[src/rtl/row_packer.sv]
// row_packer
//   Packs a stream of ROW_SIZE-bit words into PAR_WRITE-word groups and
//   offers each group to the circular buffer's write port. The first
//   accepted word of a group lands in the most-significant slice. A flush
//   zero-pads a partial group and pushes it.
//
// Ports
//   clk              rising-edge clock
//   rst              synchronous reset, active low
//   in_valid/in_data upstream word and its valid
//   in_ready         word is accepted this cycle when in_valid is also high
//   flush            one-cycle request to pad and push a partial group
//   buf_ready        circular buffer accepts a group this cycle
//   buf_write_enable packed group present on buf_din (registered)
//   buf_din          packed group
//   busy             a partial or complete group is held
//   group_count      groups transferred since reset, wraps at 2^16
module row_packer #(
  parameter int ROW_SIZE  = 8,
  parameter int PAR_WRITE = 2
) (
  input  logic                          clk,
  input  logic                          rst,
  input  logic                          in_valid,
  input  logic [ROW_SIZE-1:0]           in_data,
  output logic                          in_ready,
  input  logic                          flush,
  input  logic                          buf_ready,
  output logic                          buf_write_enable,
  output logic [ROW_SIZE*PAR_WRITE-1:0] buf_din,
  output logic                          busy,
  output logic [15:0]                   group_count
);

  localparam int GRP_W = ROW_SIZE * PAR_WRITE;
  localparam int CNT_W = $clog2(PAR_WRITE + 1);
  localparam logic [CNT_W-1:0] FULL_CNT = CNT_W'(PAR_WRITE);

  logic [GRP_W-1:0] pack_q;
  logic [GRP_W-1:0] pack_d;
  logic [CNT_W-1:0] cnt_q;
  logic [CNT_W-1:0] cnt_d;
  logic [CNT_W-1:0] base_cnt;
  logic [CNT_W-1:0] fill_cnt;
  logic             full;
  logic             xfer;
  logic             accept;

  // The pack register is cleared whenever a group leaves, so slots beyond
  // the fill count are always zero. Flush therefore only has to declare the
  // group full; the padding is already in place.
  always_comb begin
    full     = (cnt_q == FULL_CNT);
    xfer     = full && buf_ready;
    in_ready = !full || buf_ready;
    accept   = in_valid && in_ready;

    // A group leaving on this edge frees the register for the incoming word.
    base_cnt = xfer ? '0 : cnt_q;
    pack_d   = xfer ? '0 : pack_q;

    if (accept) begin
      for (int i = 0; i < PAR_WRITE; i++) begin
        if (base_cnt == CNT_W'(i)) begin
          pack_d[GRP_W-1-i*ROW_SIZE -: ROW_SIZE] = in_data;
        end
      end
    end

    fill_cnt = base_cnt + CNT_W'(accept);
    cnt_d    = fill_cnt;
    // Flush acts on the count after this cycle's word; empty or already
    // full groups are left alone.
    if (flush && (fill_cnt != '0) && (fill_cnt < FULL_CNT)) begin
      cnt_d = FULL_CNT;
    end
  end

  always_ff @(posedge clk) begin
    if (!rst) begin
      cnt_q       <= '0;
      pack_q      <= '0;
      group_count <= '0;
    end else begin
      cnt_q  <= cnt_d;
      pack_q <= pack_d;
      if (xfer) begin
        group_count <= group_count + 16'd1;
      end
    end
  end

  assign buf_write_enable = full;
  assign buf_din          = pack_q;
  assign busy             = (cnt_q != '0);

endmodule

[config.mk]
export PLATFORM = sky130hd
export DESIGN_NAME = row_packer
export DESIGN_NICKNAME = d
export VERILOG_FILES = /design/src/rtl/row_packer.sv
export SDC_FILE = /design/constraint.sdc
export NUM_CORES = 1
export LEC_CHECK = 0
export ABC_AREA = 1
export CORE_MARGIN = 10
export CORE_UTILIZATION = 45
export DETAILED_ROUTE_END_ITERATION = 16
export GPL_TIMING_DRIVEN = 0
export PLACE_DENSITY = 0.78
export SLEW_MARGIN = 20
export SYNTH_ARGS = -nofsm -noshare
export SYNTH_HDL_FRONTEND = slang
export SYNTH_SLANG_ARGS = --single-unit
[constraint.sdc]
create_clock -name clk -period 3.5 [get_ports clk]
set_input_delay 0.35 -clock clk [delete_from_list [all_inputs] [get_ports clk]]
set_output_delay 0.35 -clock clk [all_outputs]
set_load 0.01 [all_outputs]
==> flow_summary.toml, run 1 <==
[detailed_routing]
drt_iter0_markers = 69
routed_via_density = 4.878
routedWlPerCell_um = 12.27
drc = 0
vias = 1478
detail_route.wirelength_mm = 3.718
first_pass_iters = 4
postRouteAntennaNets = 0

[clock_network]
clk_pin_slew_ns = 0.10
cts.sinks = 34
cts_inserted_buffers = 5
cts.htree.levels = 2
clock-root-buffer = "clkbuf_4"
cts_buffer_depth = 2
cts_setup_buffers = 0
cts_hold_buf = 0
cts_tree = "yes"
cts_resized = 0
clk-insertion-delay-late_ns = 0.33

[sta]
fin_setup_tns_ns = 0
setup-violations-final = 0
finClkSkew_ns = 0.006479
final_max_slew_viol_count = 0
rsz0062_at_grt = "no"
fin_crit_ns = 1.944
fmax_mhz = 514.4
slew_headroom_pct = 74.35
hold_viol = 0
worst_hold_slack_ns = 0.4220
period_share_pct = 55.54
worst_pin_slew_ns = 0.3848

[pwr]
ir_worst_vdd_mv = 0.3203
leakagePower_uw = 0.0008790
power_uw = 861.0
pwr_density_cell_mw_per_mm2 = 402.7

[place]
dp_hpwl_mm = 2.858
gp_congestion = 0.8518
portBuffers = 46

[layout]
diodes = 0
area_growth_pct = 38.60
drive_gt1_share_pct = 12.45
nets = 271

[grt]
grt.overflow.total = 0
grt_pass1_vias = 1391
grt_max_degree = 12
globalRouteTotalUtil_pct = 12.58
grt_pass1_wl_mm = 6.306
antenna_found_initial = 0

[worst_setup_path]
end_kind = "primary output"
crit_type = "in -> out"
critPathMaxStageDelay_ns = 0.56
path_common_cell = "clkdlybuf4s50_1"
crit_buf_inv = 3
cp-start-kind = "input pin"
worst_ep_arrival_time_ns = 1.59
cp.required_ns = 3.15
slowest_stage = "clkdlybuf4s50_1"
crit_path_cell_trace = "clkdlybuf4s50_1, inv_1, nand2_2, clkdlybuf4s50_1"
crit_path_max_fanout = 4
path_delay_family = "buffers and inverters"

[logic_synthesis]
ys_seq_area_share_pct = 44.12
syn_area_mm2 = 0.001543
yosysUniqueCellTypes = 29
syn-num-nets = 218
ys_warn_count = 0
syn-instance-count = 203
ys_ff_latch = 34
syn_area_per_cell_um2 = 7.600

[die]
fp.dieW_um = 78.55
dieArea_mm2 = 0.006170
rows = 21
start_util_pct = 46.23
dieHeight_um = 78.55
coreArea_mm2 = 0.003337
io_pins = 48

[hold_path]
hp-class = "in -> reg"

[outcome]
status = "complete, no violations"

[run]
cap_viol_max_count = 0
==> cell type report <==
cell class / count / area [um2]
fillers: 324 / 1199
multi-input cells: 135 / 708.2
flip-flops and latches: 34 / 680.7
repair buffers: 46 / 460.4
inverters: 26 / 97.59
well taps: 46 / 57.56
plain buffers: 8 / 56.30
clock inverters: 3 / 40.04
clock buffers: 5 / 37.54
==> stage by stage <==
stage               cells  setup WS (ns)  util (%)  instance area, um2
global placement      295          1.549     61.75                2061
finish                303          1.556     64.08                2138
floorplan             203          2.080         -                1543
global route          303          1.506     64.08                2138
detailed placement    295          1.561     61.75                2061
CTS                   303          1.555     64.08                2138
==> state kept, by name, summed over array words and instances (netlist names) <==
signal / cells
buf_din: 16
group_count: 16
cnt_q: 2
==> cells by family after synthesis <==
| logic type | after synthesis | share of synthesized area, % |
|---|---|---|
| AO/OA/AOI/OAI | 52 | 18.57 |
| flip-flops | 34 | 44.12 |
| buffers and inverters | 34 | 9.975 |
| XOR/XNOR | 2 | 1.136 |
| AND/OR/NAND/NOR | 79 | 24.57 |
| adder cells (fa/ha/maj) | 2 | 1.622 |
==> report_power, final <==
| group | internal (uW) | switching (uW) |
|---|---|---|
| Sequential | 408 | 14.2 |
| Combinational | 82.7 | 78.3 |
| Clock | 148 | 130 |
| Total | 638 | 223 |
==> synth_stat cells <==
library cell / n / area, um2
buf_6: 1 / 11.26
nand4_1: 4 / 25.02
o21bai_1: 2 / 15.01
buf_2: 3 / 15.01
inv_2: 4 / 15.01
clkbuf_1: 2 / 7.510
nand3_2: 2 / 20.02
nor3_1: 4 / 20.02
buf_4: 1 / 7.510
nor2_1: 13 / 48.80
o21ai_2: 2 / 17.52
o21a_1: 2 / 15.01
nor2_4: 3 / 33.78
nand2_1: 41 / 153.9
ha_1: 2 / 25.02
o21ai_0: 17 / 85.08
o21ai_1: 2 / 10.01
nand4_2: 1 / 12.51
xnor2_1: 1 / 8.760
dfxtp_1: 34 / 680.7
inv_1: 22 / 82.58
xor2_1: 1 / 8.760
nand3_1: 7 / 35.03
a31oi_1: 1 / 6.260
a21oi_2: 2 / 17.52
buf_8: 1 / 15.01
nand2_2: 3 / 18.77
a21oi_1: 24 / 120.1
nand2_4: 1 / 11.26
==> final timing paths <==
check / end / slack (ns) / startpoint / depth (start not counted)
setup / recovery: in_ready / 1.56 / buf_ready / 4
hold / removal: group_count[8]$_SDFFE_PN0P_ / 0.42 / rst / 3
setup reg to reg: cnt_q[1]$_SDFF_PN0_ / 2.08 / cnt_q[1]$_SDFF_PN0_ / 10
hold reg to reg: buf_din[7]$_SDFF_PN0_ / 0.47 / buf_din[7]$_SDFF_PN0_ / 2
==> cells in the final DEF, fill, tap and decap left out, drive strengths merged, types with 2 or more instances in the layout <==
master,count
a21oi,26
buf,6
clkbuf,7
clkdlybuf4s50,46
clkinv,2
dfxtp,34
ha,2
inv,26
nand2,45
nand3,9
nand4,5
nor2,16
nor3,4
o21a,2
o21ai,21
o21bai,2
==> metal layers <==
layer,part of all wire [%],vias to the layer above,global-route usage (%)
li1,-,770,-
met1,40,664,13.35
met2,49,40,20.31
met3,10,4,7.859
met4,0.73,0,3.763
met5,0,-,0
==> worst min-delay path: cells and delay by family <==
kind / cells / cell delay, ns
buf+inv: 1 / 0.19
compound gates: 2 / 0.16
Note: power is estimated with default switching activity, not from simulation.
==> inputs of run 2 (changes only) <==
==> constraint.sdc (replaced) <==
create_clock -name clk -period 1.9 [get_ports clk]
set_input_delay 0.19 -clock clk [delete_from_list [all_inputs] [get_ports clk]]
set_output_delay 0.19 -clock clk [all_outputs]
set_load 0.01 [all_outputs]
==> results of run 2 <==
Same layout as run 1 (identical final DEF). Status: complete, no violations.
Main changes from that run: setup slack after placement 1.561 ns -> 0.2806 ns; setup slack after layout 1.556 ns -> 0.2230 ns; hold slack 0.4220 ns -> 0.2620 ns; start point of the critical path buf_ready -> cnt_q[1]$_SDFF_PN0_; end point of the critical path in_ready -> buf_write_enable; register-to-register setup slack 2.08 ns -> 0.48 ns; total power 861.0 uW -> 1586 uW; worst IR drop on VDD 0.3203 mV -> 0.5899 mV
